`config.mk`:
```
export PLATFORM = sky130hd
export DESIGN_NAME = keyboard_scanner
export DESIGN_NICKNAME = d
export VERILOG_FILES = /design/src/rtl/keyboard_scanner.sv
export SDC_FILE = /design/constraint.sdc
export NUM_CORES = 1
export LEC_CHECK = 0
export ABC_AREA = 1
export CORE_UTILIZATION = 55
export CTS_CLUSTER_SIZE = 12
export DETAILED_ROUTE_END_ITERATION = 10
export MAX_ROUTING_LAYER = met4
export PLACE_DENSITY = 0.76
export SYNTH_ARGS = -nofsm -noshare
export SYNTH_HDL_FRONTEND = slang
export SYNTH_SLANG_ARGS = --single-unit
```
`constraint.sdc`:
```
create_clock -name clk -period 2.9 [get_ports clk]
set_input_delay 0.58 -clock clk [delete_from_list [all_inputs] [get_ports clk]]
set_output_delay 0.58 -clock clk [all_outputs]
set_load 0.1 [all_outputs]
```
`src/rtl/keyboard_scanner.sv`:
```
// Key-to-note front end: synchronises and debounces the key and octave inputs, then
// resolves simultaneous presses by MODE into a registered note index with on/off pulses.
module keyboard_scanner #(
  parameter int NUM_KEYS        = 7,
  parameter int NUM_OCTAVES     = 3,
  parameter int DEFAULT_OCTAVE  = 1,
  parameter int DEBOUNCE_CYCLES = 20000,
  parameter int MODE            = 0
) (
  input  logic                clk,
  input  logic                rst_n,
  input  logic [NUM_KEYS-1:0] key,
  input  logic                oct_up,
  input  logic                oct_down,
  output logic [4:0]          note,
  output logic                note_on,
  output logic                note_off,
  output logic [3:0]          octave,
  output logic [NUM_KEYS-1:0] key_stable
);

  localparam int NI = NUM_KEYS + 2;
  localparam int CW = (DEBOUNCE_CYCLES > 1) ? $clog2(DEBOUNCE_CYCLES) : 1;
  localparam int IW = (NUM_KEYS > 1) ? $clog2(NUM_KEYS) : 1;
  localparam logic [CW-1:0] CNT_LAST = CW'(DEBOUNCE_CYCLES - 1);

  generate
    if (NUM_KEYS < 1 || NUM_KEYS > 15) begin : g_bad_keys
      $error("keyboard_scanner: NUM_KEYS must be 1..15");
    end
    if (NUM_OCTAVES < 1 || NUM_OCTAVES * NUM_KEYS > 31) begin : g_bad_octaves
      $error("keyboard_scanner: NUM_OCTAVES*NUM_KEYS must not exceed 31");
    end
    if (DEFAULT_OCTAVE < 0 || DEFAULT_OCTAVE >= NUM_OCTAVES) begin : g_bad_default
      $error("keyboard_scanner: DEFAULT_OCTAVE out of range");
    end
    if (DEBOUNCE_CYCLES < 1) begin : g_bad_debounce
      $error("keyboard_scanner: DEBOUNCE_CYCLES must be >= 1");
    end
    if (MODE < 0 || MODE > 2) begin : g_bad_mode
      $error("keyboard_scanner: MODE must be 0, 1 or 2");
    end
  endgenerate

  typedef enum logic {
    ST_IDLE,
    ST_PLAYING
  } state_t;

  // Bit layout shared by all per-input stages: keys low, then oct_up, then oct_down.
  logic [NI-1:0] raw_in;
  logic [NI-1:0] sync1_q, sync2_q;
  logic [NI-1:0] stable_q, stable_d;
  logic [NI-1:0] rise;

  assign raw_in = {oct_down, oct_up, key};

  always_ff @(posedge clk or negedge rst_n) begin
    if (!rst_n) begin
      sync1_q <= '0;
      sync2_q <= '0;
    end else begin
      sync1_q <= raw_in;
      sync2_q <= sync1_q;
    end
  end

  genvar gi;
  generate
    for (gi = 0; gi < NI; gi++) begin : g_debounce
      logic [CW-1:0] cnt_q, cnt_d;
      logic          differs;

      assign differs = (sync2_q[gi] != stable_q[gi]);
      // The counter holds how many consecutive samples already disagreed; the
      // sample that would make it DEBOUNCE_CYCLES commits the new level instead.
      assign stable_d[gi] = (differs && cnt_q == CNT_LAST) ? sync2_q[gi] : stable_q[gi];
      assign cnt_d = (!differs || cnt_q == CNT_LAST) ? '0 : cnt_q + 1'b1;

      always_ff @(posedge clk or negedge rst_n) begin
        if (!rst_n) cnt_q <= '0;
        else        cnt_q <= cnt_d;
      end
    end
  endgenerate

  assign rise = stable_d & ~stable_q;

  logic [NUM_KEYS-1:0] key_st;
  logic [NUM_KEYS-1:0] key_rise;
  logic                up_rise, down_rise;

  assign key_st    = stable_q[NUM_KEYS-1:0];
  assign key_rise  = rise[NUM_KEYS-1:0];
  assign up_rise   = rise[NUM_KEYS];
  assign down_rise = rise[NUM_KEYS+1];

  logic [3:0] octave_q, octave_d;

  always_comb begin
    octave_d = octave_q;
    if (up_rise && !down_rise && octave_q != 4'(NUM_OCTAVES - 1)) begin
      octave_d = octave_q + 4'd1;
    end else if (down_rise && !up_rise && octave_q != 4'd0) begin
      octave_d = octave_q - 4'd1;
    end
  end

  logic [IW-1:0] last_idx_q, last_idx_d;

  // Updated on the same edge the key becomes debounced, so selection sees both together.
  always_comb begin
    last_idx_d = last_idx_q;
    for (int i = NUM_KEYS - 1; i >= 0; i--) begin
      if (key_rise[i]) last_idx_d = IW'(i);
    end
  end

  logic [IW-1:0] lowest_idx;
  logic          any_key;
  logic          one_hot;

  always_comb begin
    lowest_idx = '0;
    for (int i = NUM_KEYS - 1; i >= 0; i--) begin
      if (key_st[i]) lowest_idx = IW'(i);
    end
  end

  assign any_key = |key_st;
  assign one_hot = any_key && ((key_st & (key_st - 1'b1)) == '0);

  logic [IW-1:0] sel_idx;
  logic          sel_valid;

  always_comb begin
    sel_idx   = lowest_idx;
    sel_valid = 1'b0;
    case (MODE)
      0: sel_valid = one_hot;
      1: sel_valid = any_key;
      default: begin
        sel_valid = any_key;
        if (key_st[last_idx_q]) sel_idx = last_idx_q;
      end
    endcase
  end

  logic [4:0] note_q, note_d;
  logic       note_on_q, note_on_d;
  logic       note_off_q, note_off_d;
  state_t     state_q, state_d;
  int         note_val;

  always_comb begin
    note_val   = 1 + int'(octave_q) * NUM_KEYS + int'(sel_idx);
    note_d     = sel_valid ? 5'(note_val) : 5'd0;
    note_on_d  = (note_d != note_q) && (note_d != 5'd0);
    note_off_d = (state_q == ST_PLAYING) && (note_d == 5'd0);
  end

  // PLAYING mirrors note != 0; retargets keep it PLAYING.
  always_comb begin
    state_d = state_q;
    case (state_q)
      ST_IDLE:    if (note_on_d)  state_d = ST_PLAYING;
      ST_PLAYING: if (note_off_d) state_d = ST_IDLE;
      default:    state_d = ST_IDLE;
    endcase
  end

  always_ff @(posedge clk or negedge rst_n) begin
    if (!rst_n) begin
      stable_q   <= '0;
      octave_q   <= 4'(DEFAULT_OCTAVE);
      last_idx_q <= '0;
      note_q     <= '0;
      note_on_q  <= 1'b0;
      note_off_q <= 1'b0;
      state_q    <= ST_IDLE;
    end else begin
      stable_q   <= stable_d;
      octave_q   <= octave_d;
      last_idx_q <= last_idx_d;
      note_q     <= note_d;
      note_on_q  <= note_on_d;
      note_off_q <= note_off_d;
      state_q    <= state_d;
    end
  end

  assign note       = note_q;
  assign note_on    = note_on_q;
  assign note_off   = note_off_q;
  assign octave     = octave_q;
  assign key_stable = key_st;

endmodule
```
==> impl_metrics.py <==
metrics = {
    "layout": {
        "area_delta_synth_final_pct": 16.1,
        "fillers": 1241,
        "fin_util_pct": 65.7,
        "drive_above_1_share_pct": 12.8,
        "final_cell_mix": "dfrtp_1, nand2_1, inv_1",
        "insertedDiodeCount": 0,
        "nets": 1110,
        "layout_commonest_cell": "dfrtp_1",
    },
    "detailed_routing": {
        "drc": 0,
        "detail_route.iter0.violations": 432,
        "vias": 6706,
        "via_per_inst": 5.17,
        "drt_wl_total_um": 17000,
        "wl_per_cell_um": 13.1,
        "ant_nets": 0,
        "firstDrtPassIters": 5,
    },
    "logic_synthesis": {
        "synth_top_cell_by_area": "dfrtp_1",
        "netlist_area_mm2": 0.00867,
        "synth_area_per_cell_um2": 8.54,
        "yosys.area_share.simple_pct": 28.4,
        "synthXorXnorAreaFrac_pct": 1.52,
        "synthAdderAreaFrac_pct": 4.27,
        "synth_top_family_by_area": "simple AND/OR/NAND/NOR gates",
        "synth.area.top_cells": "dfrtp_1, nand2_1, inv_1",
        "yosys_register_bits": 174,
        "muxShareOfSynthArea_pct": 0.130,
        "synth.distinct_cells": 42,
        "yosys.area.top_type_share_pct": 50.0,
        "yosysWarningCount": 0,
        "syn_nets": 1052,
        "seq_area_frac_synth_pct": 50.3,
        "synth_compound_area_share_pct": 7.48,
        "synthCells": 1015,
    },
    "global_routing": {
        "grt_pass1_wl_um": 29300,
        "grt_util_all_layers_pct": 23.5,
        "grt_max_degree": 67,
        "grt-busiest-layer": "met2",
        "grt_overflow_total": 0,
        "grt.met3_usage_pct": 5.90,
        "grt_pass1_vias": 6549,
        "antenna_found_initial": 0,
        "met1_usage_pct": 28.2,
        "met2_usage_pct": 39.2,
    },
    "sta": {
        "finalCritPeriodShare_pct": 100,
        "fmax_ghz": 0.344,
        "drv_slew": 0,
        "finClkSkew_ns": 0.0121,
        "rsz0062_at_grt": "true",
        "hold_viol_final": 0,
        "setup_viol": 1,
        "setup_ws_ns": -0.00777,
        "finalCriticalPeriod_ns": 2.91,
        "relSlewSlack_pct": 27.9,
        "worst_pin_slew_ns": 1.07,
    },
    "die": {
        "die_x_um": 128,
        "start_util_pct": 56.6,
        "coreArea_mm2": 0.0153,
        "die_height_um": 128,
        "io_pins": 29,
        "die_area_mm2": 0.0163,
        "std_cell_rows": 45,
    },
    "cts": {
        "cts_max_path_buffers": 2,
        "clk_latency_ns": 0.43,
        "htree_levels": 4,
        "cts.clk_slew.worst_paths_ns": 0.07,
        "cts_root_buffer": "clkbuf_16",
        "numCtsBuffers": 17,
        "cts_sinks": 174,
        "cts_tree": "done",
    },
    "outcome": {
        "violations": "negative setup slack",
        "run_status": "finished, violations left",
    },
    "critical_path": {
        "crit_arrival_ns": 3.22,
        "cp_max_fo": 4,
        "cp-end-kind": "flip-flop",
        "path_buf_inv": 1,
        "cp_cell_sequence": "fa_1 -> inv_2 -> fa_2 -> fa_2 -> or2_4 -> nand2_4 -> nand3_4 -> nand2_2 -> nand2_1 -> nor2_1 -> nand3_1 -> nand2_1 -> nand2_1",
        "worstPathRequired_ns": 3.22,
        "worstSetupPathType": "reg2reg",
        "slowest_delay_ns": 0.65,
        "critPathTopFamily": "adder cells",
        "cp_slowest_cell": "dfstp_4",
        "cpMostUsedCell": "nand2_1",
        "crit_path_start_kind": "flip-flop",
    },
    "pwr": {
        "power_density_mw_per_mm2": 520,
        "irDropWorstVdd_mv": 0.422,
        "finalPower_mw": 5.23,
        "p_leak_nw": 4.53,
    },
    "placed_design": {
        "numPortBuffers": 28,
        "gp_congestion": 0.835,
        "pre_cts_ws_ns": -0.0711,
        "dp_hpwl_um": 11600,
    },
    "job": {
        "drv_cap": 0,
    },
    "min_path": {
        "worstHoldPathType": "in2async",
    },
}
## cells in the mapped netlist, drive strengths merged
| cell | number |
|---|---|
| a211oi | 7 |
| a21oi | 51 |
| a221oi | 1 |
| a31oi | 1 |
| and3 | 1 |
| buf | 15 |
| clkbuf | 1 |
| dfrtp | 173 |
| dfstp | 1 |
| fa | 6 |
| ha | 20 |
| inv | 157 |
| mux2 | 1 |
| nand2 | 167 |
| nand3 | 44 |
| nand3b | 2 |
| nand4 | 25 |
| nor2 | 150 |
| nor3 | 70 |
| nor3b | 37 |
| nor4 | 15 |
| o211ai | 1 |
| o21a | 13 |
| o21ai | 30 |
| o21bai | 4 |
| o22ai | 4 |
| or2 | 3 |
| xnor2 | 4 |
| xor2 | 11 |
## state kept, by name, summed over array words and instances (netlist names), named ones only
signal            cells
sync1_q               9
stable_q              2
state_q               1
note                  5
g_debounce.cnt_q    135
note_on               1
sync2_q               9
note_off              1
octave                4
## area by class of cell
type	count	area [um2]	share of cell area, %
Clock inverter	13	224	2.23
Tap cell	211	264	2.62
Sequential cell	174	4370	43.4
Timing Repair Buffer	55	464	4.61
Multi-Input combinational cell	668	3710	36.9
Inverter	157	589	5.86
Clock buffer	19	443	4.40
## routing by layer
metal / up-vias / wire (um)
met1: 3175 / 7720
met4: 0 / 251
met3: 16 / 674
met5: - / 0
li1: 3415 / -
met2: 100 / 8310
## timing repair
action,CTS,global route
hold buffers,0,0
resized for setup,3,14
pin swaps,2,6
buffers inserted,2,3
setup endpoints to repair,2,3
## metrics by stage
step | TNS, ns | instances | hold WS [ns] | area (um2)
after global placement | 0 | 1260 | 0.334 | 9280
after global routing | -0.390 | 1297 | 0.181 | 10100
after CTS | -0.0104 | 1294 | 0.163 | 9980
final | -0.00777 | 1297 | 0.142 | 10100
after floorplan | -0.219 | 1015 | 0.284 | 8680
after detailed placement | -0.113 | 1260 | 0.335 | 9280
## report_power, final
group	internal [mW]	total [mW]	leakage (nW)	switching [mW]
clock network	1.58	2.57	0.323	0.994
logic	0.0551	0.166	1.84	0.111
registers	2.47	2.50	2.36	0.0263
## logic make-up (layout without fill, tap and decap cells)
| group | count (synthesis) | in the layout |
|---|---|---|
| compound gates | 112 | 112 |
| mux | 1 | 1 |
| buf+inv | 173 | 244 |
| simple gates | 514 | 514 |
| flops | 174 | 174 |
| xor+xnor | 15 | 15 |
| fa+ha+maj | 26 | 26 |
## final timing paths
check / to / startpoint / depth (start not counted) / slack [ns]
min in group clk: sync2_q[5]$_DFF_PN0_ / sync1_q[5]$_DFF_PN0_ / 0 / 0.35
setup / recovery: state_q$_DFF_PN0_ / octave[0]$_DFFE_PN1P_ / 13 / -0.008
setup reg to reg: state_q$_DFF_PN0_ / octave[0]$_DFFE_PN1P_ / 13 / -0.008
max in group asynchronous: g_debounce[4].cnt_q[0]$_DFF_PN0_ / rst_n / 2 / 2.07
hold / removal: g_debounce[8].cnt_q[10]$_DFF_PN0_ / rst_n / 1 / 0.14
hold reg to reg: sync2_q[5]$_DFF_PN0_ / sync1_q[5]$_DFF_PN0_ / 0 / 0.35
(Power assumes the default switching activity.)
